### config.mk
export PLATFORM = sky130hd
export DESIGN_NAME = mem_dump_ctrl
export DESIGN_NICKNAME = d
export VERILOG_FILES = /design/src/rtl/mem_dump_ctrl.sv
export SDC_FILE = /design/constraint.sdc
export NUM_CORES = 1
export LEC_CHECK = 0
export CAP_MARGIN = 20
export CELL_PAD_IN_SITES_DETAIL_PLACEMENT = 0
export CELL_PAD_IN_SITES_GLOBAL_PLACEMENT = 1
export CORE_ASPECT_RATIO = 1.25
export CORE_MARGIN = 2
export CORE_UTILIZATION = 35
export DETAILED_ROUTE_END_ITERATION = 16
export GPL_ROUTABILITY_DRIVEN = 0
export GPL_TIMING_DRIVEN = 0
export HOLD_SLACK_MARGIN = 0.02
export PLACE_DENSITY_LB_ADDON = 0.1
export SLEW_MARGIN = 20
export SYNTH_ARGS = -nofsm -noshare
export SYNTH_HDL_FRONTEND = slang
export SYNTH_SLANG_ARGS = --single-unit
### constraint.sdc
create_clock -name CLK -period 4.4 [get_ports CLK]
set_input_delay 0.44 -clock CLK [delete_from_list [all_inputs] [get_ports CLK]]
set_output_delay 0.44 -clock CLK [all_outputs]
set_load 0.005 [all_outputs]
### src/rtl/mem_dump_ctrl.sv
// ---------------------------------------------------------------------------
// mem_dump_ctrl
//
// Halt-detect and memory-dump controller. While the core runs it counts
// cycles. When the core halts, or an optional watchdog expires, it takes over
// the RAM test port and reads every word in turn. Each word is sent out as a
// data record on a valid/ready stream (16-bit index, data, checksum in the
// Intel-HEX style). An end-of-file record closes the stream.
//
// Ports
//   CLK           clock
//   nRST          synchronous active-low reset
//   run_i         core released from reset; enables cycle counting
//   halt_i        core flushed/halted; starts the dump
//   tbctrl_o      controller owns the RAM test port
//   addr_o        RAM byte address (word index * bytes per word)
//   ren_o         RAM read enable
//   load_i        RAM read data
//   rec_valid_o   record valid
//   rec_ready_i   consumer accepts record
//   rec_idx_o     record address field (word index [15:0])
//   rec_data_o    record data word
//   rec_chksum_o  record checksum
//   rec_last_o    end-of-file record
//   cycles_o      run-cycle count (saturating)
//   timeout_o     sticky, watchdog started the dump
//   done_o        dump complete
// ---------------------------------------------------------------------------
module mem_dump_ctrl #(
    parameter int DATA_W    = 32,
    parameter int NUM_WORDS = 16384,
    parameter int ADDR_W    = 32,
    parameter int RD_LAT    = 4,
    parameter int SKIP_ZERO = 1,
    parameter int CYC_W     = 32,
    parameter int TIMEOUT   = 0
) (
    input  logic              CLK,
    input  logic              nRST,
    input  logic              run_i,
    input  logic              halt_i,
    output logic              tbctrl_o,
    output logic [ADDR_W-1:0] addr_o,
    output logic              ren_o,
    input  logic [DATA_W-1:0] load_i,
    output logic              rec_valid_o,
    input  logic              rec_ready_i,
    output logic [15:0]       rec_idx_o,
    output logic [DATA_W-1:0] rec_data_o,
    output logic [7:0]        rec_chksum_o,
    output logic              rec_last_o,
    output logic [CYC_W-1:0]  cycles_o,
    output logic              timeout_o,
    output logic              done_o
);

    localparam int          NBYTES   = DATA_W / 8;
    localparam int          LAT_W    = (RD_LAT > 1) ? $clog2(RD_LAT) : 1;
    localparam logic [15:0] LAST_IDX = 16'(NUM_WORDS - 1);

    typedef enum logic [2:0] {
        S_IDLE,
        S_READ,
        S_EMIT,
        S_EOF,
        S_DONE
    } state_t;

    state_t              state_q, state_d;
    logic [15:0]         idx_q, idx_d;
    logic [LAT_W-1:0]    lat_q, lat_d;
    logic [DATA_W-1:0]   data_q, data_d;
    logic [7:0]          chk_q, chk_d;
    logic [CYC_W-1:0]    cycles_q, cycles_d;
    logic                timeout_q, timeout_d;

    logic [7:0]          rd_sum;
    logic [7:0]          rd_chk;
    logic                rd_last_cycle;
    logic                timeout_hit;

    // Checksum of the record that the word now on load_i would produce.
    // The 8-bit sum wraps naturally, so the final negation is the two's
    // complement that makes the record sum to zero.
    always_comb begin
        // NOTE: blocking assignments are correct here; rd_sum is a
        // combinational accumulator that is read back within the same loop.
        rd_sum = 8'(NBYTES) + idx_q[15:8] + idx_q[7:0];
        for (int b = 0; b < NBYTES; b++) begin
            rd_sum = rd_sum + load_i[b*8 +: 8];
        end
        rd_chk = 8'd0 - rd_sum;
    end

    assign rd_last_cycle = (lat_q == LAT_W'(RD_LAT - 1));
    assign timeout_hit   = (TIMEOUT != 0) && (cycles_q == CYC_W'(TIMEOUT));

    // Next-state logic.
    always_comb begin
        // NOTE: every variable gets its hold value first so no path through
        // the case statement leaves one unassigned (which would infer a latch).
        state_d   = state_q;
        idx_d     = idx_q;
        lat_d     = lat_q;
        data_d    = data_q;
        chk_d     = chk_q;
        cycles_d  = cycles_q;
        timeout_d = timeout_q;

        case (state_q)
            S_IDLE: begin
                // Halt wins over the watchdog; the exit cycle is not counted.
                if (halt_i) begin
                    state_d = S_READ;
                    idx_d   = 16'd0;
                    lat_d   = '0;
                end else if (timeout_hit) begin
                    state_d   = S_READ;
                    idx_d     = 16'd0;
                    lat_d     = '0;
                    timeout_d = 1'b1;
                end else if (run_i && (cycles_q != '1)) begin
                    cycles_d = cycles_q + CYC_W'(1);
                end
            end

            S_READ: begin
                if (rd_last_cycle) begin
                    data_d = load_i;
                    chk_d  = rd_chk;
                    lat_d  = '0;
                    if ((SKIP_ZERO != 0) && (load_i == '0)) begin
                        // Zero word: no record, go straight to the next read.
                        if (idx_q == LAST_IDX) begin
                            state_d = S_EOF;
                        end else begin
                            idx_d = idx_q + 16'd1;
                        end
                    end else begin
                        state_d = S_EMIT;
                    end
                end else begin
                    lat_d = lat_q + LAT_W'(1);
                end
            end

            S_EMIT: begin
                if (rec_ready_i) begin
                    if (idx_q == LAST_IDX) begin
                        state_d = S_EOF;
                    end else begin
                        state_d = S_READ;
                        idx_d   = idx_q + 16'd1;
                    end
                end
            end

            S_EOF: begin
                if (rec_ready_i) begin
                    state_d = S_DONE;
                end
            end

            S_DONE: begin
                state_d = S_DONE;
            end

            default: begin
                state_d = S_IDLE;
            end
        endcase
    end

    always_ff @(posedge CLK) begin
        // NOTE: non-blocking assignments for all state so every flop samples
        // the pre-edge values regardless of statement order.
        if (!nRST) begin
            state_q   <= S_IDLE;
            idx_q     <= 16'd0;
            lat_q     <= '0;
            data_q    <= '0;
            chk_q     <= 8'd0;
            cycles_q  <= '0;
            timeout_q <= 1'b0;
        end else begin
            state_q   <= state_d;
            idx_q     <= idx_d;
            lat_q     <= lat_d;
            data_q    <= data_d;
            chk_q     <= chk_d;
            cycles_q  <= cycles_d;
            timeout_q <= timeout_d;
        end
    end

    // Outputs are decoded from registered state only, so the record fields
    // stay stable for as long as the consumer stalls.
    always_comb begin
        tbctrl_o     = 1'b0;
        addr_o       = '0;
        ren_o        = 1'b0;
        rec_valid_o  = 1'b0;
        rec_idx_o    = 16'd0;
        rec_data_o   = '0;
        rec_chksum_o = 8'd0;
        rec_last_o   = 1'b0;
        done_o       = 1'b0;

        case (state_q)
            S_READ: begin
                tbctrl_o = 1'b1;
                ren_o    = 1'b1;
                addr_o   = ADDR_W'(idx_q) * ADDR_W'(NBYTES);
            end
            S_EMIT: begin
                tbctrl_o     = 1'b1;
                addr_o       = ADDR_W'(idx_q) * ADDR_W'(NBYTES);
                rec_valid_o  = 1'b1;
                rec_idx_o    = idx_q;
                rec_data_o   = data_q;
                rec_chksum_o = chk_q;
            end
            S_EOF: begin
                tbctrl_o     = 1'b1;
                addr_o       = ADDR_W'(idx_q) * ADDR_W'(NBYTES);
                rec_valid_o  = 1'b1;
                rec_last_o   = 1'b1;
                rec_chksum_o = 8'hFF;
            end
            S_DONE: begin
                done_o = 1'b1;
            end
            default: begin
            end
        endcase
    end

    assign cycles_o  = cycles_q;
    assign timeout_o = timeout_q;

endmodule

==> reports/results.tsv, run 1 <==
stage	metric	value	unit
outcome	status	finished, final reports clean	
min_path	hold_path.class	reg2reg	
timing	worst_slack	0.619	ns
placement	dp.cells	1145	
power_and_ir_drop	p_clk_share	37.8	%
timing	worstMarginPinSlew	0.910	ns
power_and_ir_drop	pwr-share-seq	40.4	%
synthesis	synth_cell_types	64	
detailed_routing	wl_per_cell	16.4	um
power_and_ir_drop	total_power	2.11	mW
detailed_routing	wl	19000	um
detailed_routing	vias	5738	
global_route	grt_usage	20.6	%
clocking	root_buffer	clkbuf_16	
timing	rsz0062_at_grt	no	
power_and_ir_drop	powerDensity	257	nW/um2
final_layout	multiInputGateArea	3720	um2
synthesis	synthArstFlopShare	0	%
setup_path	critical_path_buf_inv_count	4	
final_layout	ff_latch_area	1860	um2
global_route	grt_pass1_wl	29600	um
timing	max_freq	264	MHz
final_layout	diodes	0	
placement	placed_cell_area	7920	um2
global_route	overflow	0	
synthesis	synth_top_area_share	30.4	%
power_and_ir_drop	ir_drop	155	uV
synthesis	yosys_warnings	0	
die	num_rows	54	
setup_path	cp_data_arrival_time	4.06	ns
timing	hold-worst-slack	0.463	ns
setup_path	path_cells	clkdlybuf4s50_1, inv_1, fa_1, fa_1, inv_1, fa_1, inv_1, ha_1, a21o_1, a21oi_1, nor2b_1, o21ai_0, nand4_1, o211ai_1	
clocking	cts_resized	0	
final_layout	area_growth	34.1	%
power_and_ir_drop	internal_power	1.50	mW
timing	timing.final.crit_period	3.78	ns
global_route	grt_pass1_vias	5773	
synthesis	yosysMostFrequentCell	nand2_1	
die	die_area	18600	um2
detailed_routing	dr.pass1.iters	4	
final_layout	post-route-util	47.5	%
timing	hold_violations	0	
die	die_y	152	um
synthesis	synth-edff-count	0	
die	core	17300	um2
global_route	antenna_found_initial	0	
final_layout	final_cells	1160	
setup_path	start_kind	input port	
clocking	cts_hold_buffers	0	
final_layout	design_area	8220	um2
final_layout	num-nets-final	1007	
detailed_routing	vias_per_cell	4.95	
detailed_routing	antenna_left	0	
clocking	tritoncts	done	
timing	finalCritPeriodShare	85.9	%
detailed_routing	first_iter_violations	224	
clocking	cts_setup_buffers	0	
synthesis	synth-seq-area-share	30.4	%
setup_path	timing_worst_setup_path_type	in2reg	
timing	drv_slew	0	
power_and_ir_drop	p_sw_share	29.2	%
setup_path	required	4.68	ns
synthesis	avgSynthCellArea	8.07	um2
synthesis	ys_ff_latch	93	
timing	fin_skew	0.00823	ns
job	maxCapViolations	0	
clocking	clkLatencyLatePin	0.35	ns
die	floorplan.initialDensity	35.5	%
timing	relSlewSlack	38.8	%
final_layout	fill_cells	1801	
final_layout	drive_above_1_share	6.20	%
placement	dp_slack	0.256	ns
setup_path	cp_top_family	adder cells	
clocking	cts_buffers	9	
synthesis	synth_area	6130	um2
synthesis	synth_ff_type	dfxtp_1	
setup_path	path_max_fanout	3	
synthesis	syn_inst	760	
synthesis	yosys-top-cells-area	dfxtp_1 30%, fa_1 8.8%, nand2_1 5.8%, inv_1 4.8%, a21boi_0 4.7%	
clocking	clock-sinks	93	
synthesis	ys_top_cells_by_count	94 x nand2_1, 93 x dfxtp_1, 79 x inv_1, 42 x and3_1	
setup_path	worst_path_max_delay_cell	fa_1	
detailed_routing	remaining_drc_errors	0	
clocking	path_clk_slew	0.07	ns
global_route	grt_max_degree	17	
timing	final-setup-viol-count	0	
die	io_pins	163	
setup_path	critical_path.max_stage_delay	0.58	ns
die	die_width	122	um
setup_path	endpoint_kind	register	
power_and_ir_drop	combPwrFrac	21.8	%
placement	port_buffers	145	
timing	fin_tns_setup	0	ns
power_and_ir_drop	power_switching	0.616	mW
clocking	cts_buffer_depth	2	
power_and_ir_drop	power.leakage	3.24	nW
clocking	htreeDepth	3	
synthesis	synth_top_area_cell	dfxtp_1	
placement	hpwlAfterDp	15200	um
## routing by layer
layer	track usage, %	part of all wire (%)	vias up
met3	3.15	4.1	28
met5	0	0	-
met2	36.6	51	141
li1	-	-	2849
met4	7.72	2.4	0
met1	24.6	42	2720
## cell type report
type	count	area share (%)
repair buffers	145	17.7
multi-input cells	544	45.2
plain buffers	60	3.85
flip-flops and latches	93	22.6
clock buffers	9	2.74
clock inverters	6	0.868
inverters	79	3.61
well taps	224	3.41
## tightest hold or removal path, cell delays in order (launching register included)
cell      delay (ns)
dfxtp_1         0.31
nand2_1         0.05
a21boi_0        0.06
## placed cells by master (no fill, tap or decap), drive strengths merged, types with 3 or more instances in the layout
master,instances
inv,81
and3,43
or4,4
clkdlybuf4s50,145
nand2b,5
xnor2,28
nor3,39
or3,16
conb,17
clkbuf,42
nand3,13
nor2,35
a211oi,3
buf,27
a21boi,39
fa,27
nor4b,4
ha,11
nand4,16
a21oi,17
nor4,17
o21ai,19
xor2,18
nor3b,3
nand2,94
or2,3
dfxtp,93
nand3b,4
and2,34
nor2b,6
## power groups by stage
stage                     clock network, mW  logic, mW  registers (mW)
after detailed placement                  0      0.460           0.872
after floorplan                           0      0.315           0.871
final                                 0.800      0.461           0.853
after global placement                    0      0.452           0.872
after global routing                  0.845      0.519           0.854
after CTS                             0.808      0.462           0.853
## path summary, 6_finish.rpt
kind,from,end,slack (ns),cells after the start
worst max register to register,idx_q[3],chk_q[7],0.73,13
worst min register to register,data_q[2],data_q[2],0.46,2
worst max-delay path,load_i[2],chk_q[6],0.62,14
worst min-delay path,data_q[2],data_q[2],0.46,2
## cells by family after synthesis
kind of cell	share of synthesized area, %
multiplexers	0.326
XOR/XNOR	6.57
flip-flops	30.4
buffers and inverters	10.0
AO/OA/AOI/OAI	10.8
adder cells (fa/ha/maj)	11.1
AND/OR/NAND/NOR	30.8
other	0.0612
## registers in the layout, summed over array words and instances (netlist names)
name and cells:
data_q 32, lat_q 2, idx_q 16, cycles_o 32, chk_q 8, state_q 3
(Power assumes the default switching activity.)
==> run 2, diff against run 1 <==
--- a/config.mk
+++ b/config.mk
@@ -8,7 +8,6 @@
 export CAP_MARGIN = 20
 export CELL_PAD_IN_SITES_DETAIL_PLACEMENT = 0
 export CELL_PAD_IN_SITES_GLOBAL_PLACEMENT = 1
-export CORE_ASPECT_RATIO = 1.25
 export CORE_MARGIN = 2
 export CORE_UTILIZATION = 35
 export DETAILED_ROUTE_END_ITERATION = 16
==> reports/results.tsv, run 2 (synthesis results as in run 1) <==
stage	metric	value	unit	change
final_layout	diodes	0		unchanged
detailed_routing	vias_per_cell	5.01		+1.3%
die	floorplan.initialDensity	35.6	%	+0.12 points
clocking	clock-sinks	93		unchanged
final_layout	design_area	8240	um2	+0.23%
clocking	clkLatencyLatePin	0.35	ns	about the same
clocking	cts_setup_buffers	0		unchanged
detailed_routing	wl	18900	um	-0.65%
final_layout	drive_above_1_share	6.40	%	+0.21 points
power_and_ir_drop	total_power	2.13	mW	+0.79%
setup_path	r2r_start	idx_q[3]		
detailed_routing	wl_per_cell	16.2	um	-0.82%
power_and_ir_drop	ir_drop	197	uV	+27%
global_route	grt_usage	20.6	%	+0.061 points
detailed_routing	remaining_drc_errors	0		unchanged
timing	timing.final.crit_period	3.81	ns	+0.0260 ns
detailed_routing	dr.pass1.iters	5		+1
power_and_ir_drop	power_switching	0.615	mW	-0.24%
die	die_width	136	um	+11%
setup_path	required	4.61	ns	-0.07 ns
min_path	hold_path.class	reg2reg		
placement	placed_cell_area	7930	um2	about the same
min_path	min_path_cells	2		unchanged
power_and_ir_drop	p_clk_share	38.3	%	+0.5 points
die	num_rows	48		-11%
clocking	cts_buffers	9		unchanged
setup_path	cp_data_arrival_time	4.02	ns	-0.04 ns
timing	drv_slew	0		unchanged
clocking	tritoncts	done		
power_and_ir_drop	internal_power	1.52	mW	+1.2%
setup_path	timing_worst_setup_path_type	in2reg		
setup_path	critical_path.max_stage_delay	0.55	ns	-0.03 ns
global_route	grt_pass1_wl	29500	um	-0.26%
die	core	17200	um2	-0.35%
timing	rsz0062_at_grt	no		
power_and_ir_drop	pwr-share-seq	40.1	%	-0.3 points
setup_path	rr_endpoint	chk_q[7]		
die	io_pins	163		unchanged
power_and_ir_drop	combPwrFrac	21.7	%	about the same
placement	port_buffers	145		unchanged
min_path	hold_end	chk_q[3]		
clocking	cts_resized	0		unchanged
timing	final-setup-viol-count	0		unchanged
power_and_ir_drop	power.leakage	3.25	nW	+0.34%
placement	hpwlAfterDp	15000	um	-1.3%
timing	relSlewSlack	54.4	%	+16 points
timing	finalCritPeriodShare	86.5	%	+0.59 points
setup_path	worst_path_max_delay_cell	fa_1		
global_route	antenna_found_initial	0		unchanged
clocking	root_buffer	clkbuf_16		
setup_path	endpoint_kind	register		
detailed_routing	first_iter_violations	260		+16%
power_and_ir_drop	powerDensity	259	nW/um2	+0.56%
clocking	cts_buffer_depth	2		unchanged
global_route	overflow	0		unchanged
setup_path	path_max_fanout	3		unchanged
global_route	grt_max_degree	17		unchanged
detailed_routing	antenna_left	0		unchanged
timing	hold-worst-slack	0.462	ns	-0.00129 ns
power_and_ir_drop	p_sw_share	28.9	%	-0.30 points
final_layout	mostFrequentLayoutCell	clkdlybuf4s50_1		
job	maxCapViolations	0		unchanged
setup_path	r2r_slack	0.65	ns	-0.08 ns
timing	worstMarginPinSlew	0.679	ns	-0.231 ns
die	die_area	18600	um2	about the same
timing	fin_tns_setup	0	ns	unchanged
min_path	hold_start	chk_q[3]		
timing	hold_violations	0		unchanged
global_route	grt_pass1_vias	5666		-1.9%
clocking	cts_hold_buffers	0		unchanged
setup_path	path_cells	clkdlybuf4s50_1, inv_1, fa_1, inv_1, fa_1, fa_1, inv_1, ha_1, nor2b_1, o31a_1, o21ai_0, nand2b_1, xnor2_1, a21oi_1		
clocking	htreeDepth	3		unchanged
detailed_routing	vias	5821		+1.4%
final_layout	area_growth	34.4	%	
setup_path	startpoint	load_i[3]		
final_layout	num-nets-final	1007		unchanged
setup_path	r2r.worst_path.cells	13		unchanged
die	die_y	136	um	-10%
clocking	path_clk_slew	0.07	ns	about the same
timing	max_freq	263	MHz	-0.68%
timing	fin_skew	0.00734	ns	-0.000891 ns
final_layout	final_cell_mix	145 x clkdlybuf4s50_1, 94 x nand2_1, 93 x dfxtp_1		
outcome	status	finished, final reports clean		
setup_path	start_kind	input port		
run 2: changes by cell type in the layout (fill, tap and decap cells not counted), sizes merged:
cell,delta
clkinv,+1
clkinvlp,-1
clkbuf,+1
run 2: area by class of cell:
| cell class | instances | area [um2] |
|---|---|---|
| fillers | 1680 | 9000 |
| clock inverters | 6 | 68.8 |
| repair buffers | 145 | 1450 |
| well taps | 225 | 282 |
| flip-flops and latches | 93 | 1860 |
| inverters | 79 | 297 |
| clock buffers | 10 | 239 |
| plain buffers | 60 | 317 |
| multi-input cells | 544 | 3720 |
run 2: how the worst max path moves through the flow:
stage,to,cells past startpoint
global route,chk_q[6],14
detailed placement,chk_q[7],14
global placement,chk_q[7],14
floorplan,chk_q[7],13
finish,chk_q[7],14
CTS,chk_q[7],14
run 2: stage by stage:
stage               std cells  setup slack [ns]  utilization, %
floorplan                 776              1.02               -
global placement         1146             0.317            46.0
detailed placement       1146             0.235            46.0
CTS                      1162             0.596            47.8
global route             1162             0.396            47.8
finish                   1162             0.593            47.8
run 2: per-layer routing:
layer	global-route usage (%)	part of all wire, %	up-vias	wire length [um]
met2	36.2	50	164	9420
met1	26.2	44	2792	8230
met4	5.44	1.1	0	198
li1	-	-	2851	-
met5	0	0	-	0
met3	3.43	5.3	14	999
run 2: power by group through the flow:
| stage | clock network [mW] | logic (mW) | registers [mW] |
|---|---|---|---|
| final | 0.815 | 0.462 | 0.853 |
| after global routing | 0.871 | 0.522 | 0.854 |
| after CTS | 0.838 | 0.464 | 0.853 |
| after detailed placement | 0 | 0.461 | 0.873 |
| after global placement | 0 | 0.451 | 0.872 |
| after floorplan | 0 | 0.315 | 0.871 |
run 2: worst max-delay path, delay by kind of cell:
family                   cells  cell delay [ns]
adder cells (fa/ha/maj)      4             1.88
buffers and inverters        4             0.74
AO/OA/AOI/OAI                3             0.50
AND/OR/NAND/NOR              2             0.24
XOR/XNOR                     1             0.22
==> run 3, diff against run 2 <==
--- a/config.mk
+++ b/config.mk
@@ -10,6 +10,7 @@
 export CELL_PAD_IN_SITES_GLOBAL_PLACEMENT = 1
 export CORE_MARGIN = 2
 export CORE_UTILIZATION = 35
+export CTS_BUF_LIST = sky130_fd_sc_hd__clkbuf_2
 export DETAILED_ROUTE_END_ITERATION = 16
 export GPL_ROUTABILITY_DRIVEN = 0
 export GPL_TIMING_DRIVEN = 0
@@ -19,3 +20,4 @@
 export SYNTH_ARGS = -nofsm -noshare
 export SYNTH_HDL_FRONTEND = slang
 export SYNTH_SLANG_ARGS = --single-unit
+export TNS_END_PERCENT = 10
==> reports/results.tsv, run 3 (synthesis results as in run 1) <==
stage	metric	value	unit	change
detailed_routing	dr.pass1.iters	5		unchanged
timing	fin_tns_setup	0	ns	unchanged
job	maxCapViolations	0		unchanged
detailed_routing	vias_per_cell	5.00		-0.10%
setup_path	cp_data_arrival_time	4.26	ns	+0.24 ns
clocking	cts_setup_buffers	0		unchanged
power_and_ir_drop	total_power	1.77	mW	-17%
clocking	htreeDepth	3		unchanged
placement	placed_cell_area	7930	um2	unchanged
power_and_ir_drop	power.leakage	3.17	nW	-2.4%
setup_path	start_kind	register		
detailed_routing	wl	18800	um	about the same
timing	hold-worst-slack	0.460	ns	-0.00189 ns
timing	finalCritPeriodShare	85.8	%	-0.76 points
global_route	grt_pass1_wl	29400	um	-0.40%
clocking	cts_buffers	9		unchanged
timing	timing.final.crit_period	3.77	ns	-0.0335 ns
outcome	status	finished, final reports clean		
clocking	cts_resized	0		unchanged
setup_path	path_max_fanout	5		+2
final_layout	design_area	8050	um2	-2.3%
clocking	path_clk_slew	0.28	ns	+0.21 ns
placement	port_buffers	145		unchanged
setup_path	required	4.89	ns	+0.28 ns
timing	worstMarginPinSlew	0.702	ns	+0.0238 ns
placement	dp.cells	1146		unchanged
power_and_ir_drop	ir_drop	129	uV	-34%
final_layout	post-route-util	46.7	%	-1.1 points
global_route	overflow	0		unchanged
die	io_pins	163		unchanged
placement	hpwlAfterDp	15000	um	unchanged
final_layout	drive_above_1_share	6.30	%	-0.11 points
die	die_y	136	um	unchanged
final_layout	mostFrequentLayoutCell	clkdlybuf4s50_1		
final_layout	num-nets-final	1007		unchanged
power_and_ir_drop	p_sw_share	32.7	%	+3.9 points
detailed_routing	wl_per_cell	16.2	um	-0.14%
setup_path	timing_worst_setup_path_type	reg2reg		
die	die_width	136	um	unchanged
timing	relSlewSlack	52.8	%	-1.6 points
final_layout	final_cell_mix	145 x clkdlybuf4s50_1, 94 x nand2_1, 93 x dfxtp_1		
die	floorplan.initialDensity	35.6	%	unchanged
setup_path	endpoint_kind	register		
clocking	tritoncts	done		
die	num_rows	48		unchanged
power_and_ir_drop	powerDensity	220	nW/um2	-15%
final_layout	fill_cells	1714		+2.0%
timing	max_freq	265	MHz	+0.89%
timing	worst_slack	0.627	ns	+0.0335 ns
timing	drv_slew	0		unchanged
clocking	cts_buffer_depth	2		unchanged
timing	final-setup-viol-count	0		unchanged
clocking	cts_hold_buffers	0		unchanged
final_layout	final_cells	1163		+0.086%
setup_path	critical_path.max_stage_delay	0.57	ns	+0.02 ns
setup_path	path_cells	inv_1, fa_1, inv_1, fa_1, fa_1, inv_1, ha_1, nor2b_1, o31a_1, o21ai_0, nand2b_1, xnor2_1, a21oi_1		
timing	fin_skew	0.0244	ns	+0.0171 ns
setup_path	worst_path_max_delay_cell	fa_1		
placement	dp_slack	0.235	ns	unchanged
detailed_routing	vias	5820		-0.017%
clocking	clock-sinks	93		unchanged
die	die_area	18600	um2	unchanged
detailed_routing	antenna_left	0		unchanged
power_and_ir_drop	combPwrFrac	26.0	%	+4.3 points
timing	rsz0062_at_grt	no		
final_layout	multiInputGateArea	3720	um2	unchanged
clocking	root_buffer	clkbuf_2		
min_path	hold_path.class	in2reg		
die	core	17200	um2	unchanged
final_layout	ff_latch_area	1860	um2	unchanged
power_and_ir_drop	internal_power	1.19	mW	-21%
clocking	clkLatencyLatePin	0.60	ns	+0.25 ns
final_layout	area_growth	31.3	%	
global_route	antenna_found_initial	1		+1
power_and_ir_drop	power_switching	0.580	mW	-5.6%
global_route	grt_max_degree	17		unchanged
global_route	grt_pass1_vias	5655		-0.19%
timing	hold_violations	0		unchanged
power_and_ir_drop	p_clk_share	25.6	%	-13 points
detailed_routing	remaining_drc_errors	0		unchanged
detailed_routing	first_iter_violations	283		+8.8%
power_and_ir_drop	pwr-share-seq	48.4	%	+8.3 points
global_route	grt_usage	20.6	%	-0.085 points
## run 3: cell types whose count changed in the layout (fill, tap and decap cells not counted), sizes merged
cell and change:
clkinv +1, diode +1, clkbuf -1
## run 3: final cells by class
class | count | area share [%]
antenna | 1 | 0.0311
buffer | 60 | 3.93
clock buffer | 9 | 0.559
clock inverter | 7 | 0.901
inverter | 79 | 3.68
multi-input combinational | 544 | 46.2
sequential | 93 | 23.1
tap | 225 | 3.50
timing repair buffer | 145 | 18.0
## run 3: final timing paths
check / depth (start not counted) / slack [ns] / start / endpoint
worst max-delay path: 13 / 0.63 / idx_q[3] / chk_q[7]
worst min-delay path: 3 / 0.46 / load_i[12] / data_q[12]
worst max register to register: 13 / 0.63 / idx_q[3] / chk_q[7]
worst min register to register: 2 / 0.48 / chk_q[1] / chk_q[1]
## run 3: worst max-delay path: cells and delay by family (launching register included)
kind                       cells  cell delay (ns)
AOI/OAI and AO/OA              3             0.49
and+or+nand+nor                2             0.24
buffers and inverters          3             0.28
DFF                            1             0.46
xor gates and xnor gates       1             0.22
adders and majority gates      4             1.96
## run 3: power by group through the flow
stage                     clock network, mW  registers [mW]  logic [mW]
after floorplan                           0           0.871       0.315
after global placement                    0           0.872       0.451
after detailed placement                  0           0.873       0.461
after CTS                             0.473           0.858       0.463
after global routing                  0.504           0.860       0.520
final                                 0.454           0.858       0.461
## run 3: per-layer routing
metal	vias up	GRT usage [%]	part of all wire, %
li1	2844	-	-
met1	2780	26.2	44
met2	180	35.7	49
met3	16	3.43	5.5
met4	0	5.84	1.4
met5	-	0	0
